**config.mk**
```make
export PLATFORM = sky130hd
export DESIGN_NAME = pe_mac_bank
export DESIGN_NICKNAME = d
export VERILOG_FILES = /design/src/rtl/pe_mac_bank.sv
export SDC_FILE = /design/constraint.sdc
export NUM_CORES = 2
export LEC_CHECK = 0
export ABC_AREA = 1
export CAP_MARGIN = 15
export CELL_PAD_IN_SITES_DETAIL_PLACEMENT = 0
export CELL_PAD_IN_SITES_GLOBAL_PLACEMENT = 1
export CORE_ASPECT_RATIO = 0.9
export CORE_MARGIN = 1
export CORE_UTILIZATION = 48
export CTS_CLUSTER_SIZE = 20
export DETAILED_ROUTE_END_ITERATION = 10
export PLACE_DENSITY_LB_ADDON = 0.1
export SYNTH_ARGS = -nofsm -noshare
export SYNTH_HDL_FRONTEND = slang
export SYNTH_SLANG_ARGS = --single-unit
```
**constraint.sdc**
```tcl
create_clock -name clk -period 7.55 [get_ports clk]
set_input_delay 1.51 -clock clk [delete_from_list [all_inputs] [get_ports clk]]
set_output_delay 1.51 -clock clk [all_outputs]
set_load 0.02 [all_outputs]
```
**src/rtl/pe_mac_bank.sv**
```systemverilog
// pe_mac_bank: fixed-point MAC processing element with banked accumulators and a rounding/saturating drain
module pe_mac_bank #(
    parameter int INT_BITS       = 7,
    parameter int FRAC_BITS      = 9,
    parameter int NUM_ACC        = 8,
    parameter int GUARD_BITS     = 4,
    parameter bit CLEAR_ON_DRAIN = 1'b1,
    localparam int W     = INT_BITS + FRAC_BITS,
    localparam int IDX_W = $clog2(NUM_ACC),
    localparam int ACC_W = 2 * W + GUARD_BITS
) (
    input  logic             clk,
    input  logic             rst_n,
    input  logic             in_valid,
    output logic             in_ready,
    input  logic [W-1:0]     in_a,
    input  logic [W-1:0]     in_b,
    input  logic [IDX_W-1:0] in_sel,
    input  logic             in_first,
    input  logic             drain_req,
    output logic             busy,
    output logic             out_valid,
    input  logic             out_ready,
    output logic [W-1:0]     out_data,
    output logic [IDX_W-1:0] out_idx,
    output logic             out_last,
    output logic             sat_flag
);
    localparam int RW = ACC_W - FRAC_BITS + 1;
    localparam logic [ACC_W:0] HALF = (ACC_W + 1)'(1) << (FRAC_BITS - 1);
    localparam logic signed [RW-1:0] R_MAX = RW'((1 << (W - 1)) - 1);
    localparam logic signed [RW-1:0] R_MIN = ~R_MAX;

    typedef enum logic [1:0] {IDLE, FLUSH, EMIT} state_t;
    state_t state_q, state_d;
    logic in_v_q, in_v_d, in_first_q, in_first_d, p_v_q, p_v_d, p_first_q, p_first_d;
    logic signed [W-1:0] a_q, a_d, b_q, b_d;
    logic [IDX_W-1:0] in_sel_q, in_sel_d, p_sel_q, p_sel_d;
    logic signed [2*W-1:0] prod_q, prod_d;
    logic signed [ACC_W-1:0] acc_q [NUM_ACC];
    logic signed [ACC_W-1:0] acc_d [NUM_ACC];
    logic out_valid_q, out_valid_d, out_last_q, out_last_d, sat_q, sat_d;
    logic [W-1:0] out_data_q, out_data_d;
    logic [IDX_W-1:0] out_idx_q, out_idx_d;
    logic in_fire, out_fire, load;
    logic [IDX_W-1:0] ld_idx;
    logic signed [RW-1:0] rnd;
    logic rnd_hi, rnd_lo;

    // Inputs are refused while draining or when a drain is being requested this cycle
    assign in_ready  = rst_n && state_q == IDLE && !drain_req;
    assign busy      = state_q != IDLE;
    assign out_valid = out_valid_q;
    assign out_data  = out_data_q;
    assign out_idx   = out_idx_q;
    assign out_last  = out_last_q;
    assign sat_flag  = sat_q;

    // Round half toward +inf the accumulator feeding the next output beat and detect clamping
    always_comb begin
        ld_idx = state_q == FLUSH ? '0 : out_idx_q + 1'b1;
        rnd    = RW'(({acc_q[ld_idx][ACC_W-1], acc_q[ld_idx]} + HALF) >> FRAC_BITS);
        rnd_hi = rnd > R_MAX;
        rnd_lo = rnd < R_MIN;
    end

    // Next state for operand register, product stage, accumulators, drain FSM and output register
    always_comb begin
        in_fire    = in_valid && in_ready;
        out_fire   = out_valid_q && out_ready;
        load       = (state_q == FLUSH && !in_v_q && !p_v_q) || (state_q == EMIT && out_fire && !out_last_q);
        in_v_d     = in_fire;
        a_d        = in_fire ? in_a : a_q;
        b_d        = in_fire ? in_b : b_q;
        in_sel_d   = in_fire ? in_sel : in_sel_q;
        in_first_d = in_fire ? in_first : in_first_q;
        p_v_d      = in_v_q;
        prod_d     = in_v_q ? (2 * W)'(a_q) * (2 * W)'(b_q) : prod_q;
        p_sel_d    = in_v_q ? in_sel_q : p_sel_q;
        p_first_d  = in_v_q ? in_first_q : p_first_q;
        acc_d      = acc_q;
        if (p_v_q)
            acc_d[p_sel_q] = p_first_q ? ACC_W'(prod_q) : acc_q[p_sel_q] + ACC_W'(prod_q);
        if (CLEAR_ON_DRAIN && out_fire)
            acc_d[out_idx_q] = '0;
        state_d     = state_q == IDLE  ? (drain_req ? FLUSH : IDLE)
                    : state_q == FLUSH ? (load ? EMIT : FLUSH)
                    : (out_fire && out_last_q ? IDLE : EMIT);
        out_valid_d = load || (out_valid_q && !out_fire);
        out_data_d  = !load ? out_data_q
                    : rnd_hi ? {1'b0, {(W - 1){1'b1}}}
                    : rnd_lo ? {1'b1, {(W - 1){1'b0}}}
                    : rnd[W-1:0];
        out_idx_d   = load ? ld_idx : out_idx_q;
        out_last_d  = load ? ld_idx == IDX_W'(NUM_ACC - 1) : out_last_q && !out_fire;
        sat_d       = state_q == IDLE && drain_req ? 1'b0 : sat_q || (load && (rnd_hi || rnd_lo));
    end

    // Register all state; reset clears everything and aborts any drain
    always_ff @(posedge clk or negedge rst_n) begin
        if (!rst_n) begin
            state_q     <= IDLE;
            in_v_q      <= 1'b0;
            a_q         <= '0;
            b_q         <= '0;
            in_sel_q    <= '0;
            in_first_q  <= 1'b0;
            p_v_q       <= 1'b0;
            prod_q      <= '0;
            p_sel_q     <= '0;
            p_first_q   <= 1'b0;
            for (int i = 0; i < NUM_ACC; i++)
                acc_q[i] <= '0;
            out_valid_q <= 1'b0;
            out_data_q  <= '0;
            out_idx_q   <= '0;
            out_last_q  <= 1'b0;
            sat_q       <= 1'b0;
        end else begin
            state_q     <= state_d;
            in_v_q      <= in_v_d;
            a_q         <= a_d;
            b_q         <= b_d;
            in_sel_q    <= in_sel_d;
            in_first_q  <= in_first_d;
            p_v_q       <= p_v_d;
            prod_q      <= prod_d;
            p_sel_q     <= p_sel_d;
            p_first_q   <= p_first_d;
            acc_q       <= acc_d;
            out_valid_q <= out_valid_d;
            out_data_q  <= out_data_d;
            out_idx_q   <= out_idx_d;
            out_last_q  <= out_last_d;
            sat_q       <= sat_d;
        end
    end
endmodule

```
==> results.json <==
{
  "holdPathEnd": "in_sel_q[2]",
  "area_growth_pct": 8.086,
  "routed_wl_microns": 105900,
  "grt_usage_pct": 31.29,
  "final.setup.tns_ns": 0,
  "maxCapViolCount": 0,
  "cts_setup_buffers": 0,
  "synth_top_area_share_pct": 29.66,
  "worst_path_most_repeated_cell": "fa_1",
  "num_vias": 29020,
  "clk_pin_slew_ns": 0.06,
  "status": "finished, final reports clean",
  "fin_nets": 4667,
  "r2r-start": "a_q[9]",
  "hold_buffers": 0,
  "clock-skew-final_ns": 0.03253,
  "reg2regPathDepth": 17,
  "finalCritPeriodShare_pct": 87.78,
  "netlist_top_cells_count": "858 x nand2_1, 594 x inv_1, 491 x o21ai_0",
  "r2r-end": "prod_q[23]",
  "synthFlopType": "dfrtp_1",
  "worstPathMaxFanout": 17,
  "fp.dieW_microns": 276.6,
  "worstSetupPathType": "register to register",
  "synth_nets": 4763,
  "hold_class": "register to register",
  "finalInstanceArea_sq_um": 35210,
  "ys_types": 49,
  "min_from": "in_sel_q[2]",
  "ant_nets": 0,
  "synth_edf_count": 0,
  "netlist_instances": 4340,
  "antenna_found_initial": 4,
  "min_path_cells": 2,
  "synth.most_common_cell": "nand2_1",
  "fmax_ghz": 0.1509,
  "setup_viol": 0,
  "worst_pin_slew_ns": 1.145,
  "hold_viol_final": 0,
  "rows": 90,
  "maxSlewHeadroom_pct": 23.48,
  "syn_area_sq_um": 32570,
  "fillers": 6593,
  "ys_seq_elements": 386,
  "synth_area_leaders": "dfrtp_1 30%, fa_1 16%, nand2_1 9.9%, o21ai_0 7.5%, inv_1 6.8%",
  "rsz0062_at_grt": "false",
  "start_util_pct": 48.53,
  "coreArea_sq_um": 67110,
  "crit_path_start_kind": "register",
  "cts_buffers": 48,
  "slowest_stage": "dfrtp_1",
  "grt-ovfl-total": 0,
  "critical_path.max_stage_delay_ns": 0.81,
  "via_per_inst": 5.633,
  "slew_violations": 0,
  "port_buffers": 64,
  "synth-seq-area-share_pct": 29.66,
  "firstDrtPassIters": 5,
  "io_pins": 65,
  "cts.repair.resized": 0,
  "place_congestion": 0.8979,
  "num_antenna_cells": 0,
  "die_y_microns": 249.1,
  "cts_tree": "done",
  "root_buffer": "clkbuf_16",
  "worstPathArrival_ns": 7.09,
  "crit_required_ns": 8.02,
  "path_cells": "nand2_1 > fa_1 > fa_1 > fa_1 > inv_1 > ha_1 > fa_1 > fa_1 > ha_1 > nand2_1 > o21ai_0 > a21boi_0 > o21ai_0 > a21boi_0 > o21ai_0 > xnor2_1 > o21ai_0",
  "ys_async_sr_fraction_pct": 100.0,
  "dp_hpwl_microns": 71520,
  "wl_per_cell_microns": 20.55,
  "netlist.top_cell.by_area": "dfrtp_1",
  "h-tree-depth": 2,
  "grt_pass1_vias": 28110,
  "dieArea_sq_um": 68900,
  "yosysWarnings": 0,
  "grt_pass1_wl_microns": 167800,
  "grt_start_max_net_pins": 75,
  "drtIter0Drc": 2828,
  "place_area_sq_um": 33600,
  "drc": 0,
  "cts_max_path_buffers": 3,
  "cts_sinks": 386,
  "layout-drive-gt1-share_pct": 5.049,
  "period_minus_slack_ns": 6.627,
  "clk_latency_ns": 0.61,
  "reg2reg_slack_ns": 0.92,
  "crit_path_end_kind": "register",
  "synth.avg_cell_area_sq_um": 7.505
}
==> logic make-up after synthesis <==
kind of cell | share of synthesized area [%]
xor gates and xnor gates | 1.533
and+or+nand+nor | 21.22
DFF | 29.66
AOI/OAI and AO/OA | 16.04
muxes | 0.1229
buffers and inverters | 10.69
adders and majority gates | 20.74
==> routing by layer <==
| layer | wire, microns | vias up | track usage, % |
|---|---|---|---|
| li1 | - | 13710 | - |
| met1 | 49270 | 14060 | 46.75 |
| met2 | 46120 | 1077 | 47.94 |
| met3 | 7698 | 177 | 3.545 |
| met4 | 2798 | 0 | 8.540 |
| met5 | 0 | - | 0 |
==> worst max-delay path by stage <==
stage / startpoint / to / slack (ns) / depth (start not counted)
after floorplan: a_q[15] / prod_q[29] / 1.71 / 20
after detailed placement: a_q[9] / prod_q[23] / 1.02 / 17
after global routing: a_q[9] / prod_q[23] / 0.63 / 17
after CTS: a_q[9] / prod_q[23] / 1.02 / 17
after global placement: a_q[9] / prod_q[23] / 1.07 / 18
final: a_q[9] / prod_q[23] / 0.92 / 17
==> critical path: cells and delay by family, from the launching register on <==
family	cells	cell delay [ns]
compound gates	6	2.06
simple gates	2	0.25
xor+xnor	1	0.14
flops	1	0.81
fa+ha+maj	7	3.18
buf+inv	1	0.04
==> per-stage QoR <==
step / util [%] / setup slack [ns] / hold slack (ns) / std cells
global placement: 50.07 / 1.074 / 0.4638 / 5068
floorplan: - / 1.705 / 0.3519 / 4340
finish: 52.46 / 0.9229 / 0.4820 / 5152
detailed placement: 50.07 / 1.017 / 0.4684 / 5068
CTS: 52.46 / 1.016 / 0.4849 / 5152
global route: 52.46 / 0.6259 / 0.5128 / 5152
==> flip-flops by register name, indices dropped and copies added, names as in the netlist, 2 cells and up <==
name      flops
p_sel_q       3
acc_q       288
b_q          16
prod_q       32
out_idx       3
a_q          16
in_sel_q      3
state_q       2
out_data     16
==> final cells by class <==
cell class	instances	area [sq um]	share of cell area [%]
timing repair buffer	122	1081	3.071
clock inverter	15	192.7	0.5473
inverter	605	2275	6.461
sequential	386	9663	27.45
multi-input combinational	3081	19490	55.36
tap	874	1094	3.106
clock buffer	69	1410	4.005
==> placed cells by master, fill, tap and decap left out, types with 35 or more instances in the layout <==
| cell type | Yosys | layout |
|---|---|---|
| o21ai_0 | 491 | 491 |
| clkbuf_16 | 0 | 48 |
| fa_1 | 263 | 263 |
| a21oi_1 | 353 | 353 |
| dfrtp_1 | 386 | 385 |
| clkdlybuf4s50_1 | 0 | 63 |
| o2111ai_1 | 35 | 35 |
| inv_1 | 594 | 594 |
| buf_4 | 14 | 58 |
| nand2_1 | 858 | 858 |
| nor2_1 | 379 | 371 |
| nand3_1 | 339 | 339 |
| ha_1 | 119 | 119 |
Power is left out: the tool's default activity adds up to more than one toggle a clock period on the data nets, which glitch-free logic cannot reach.
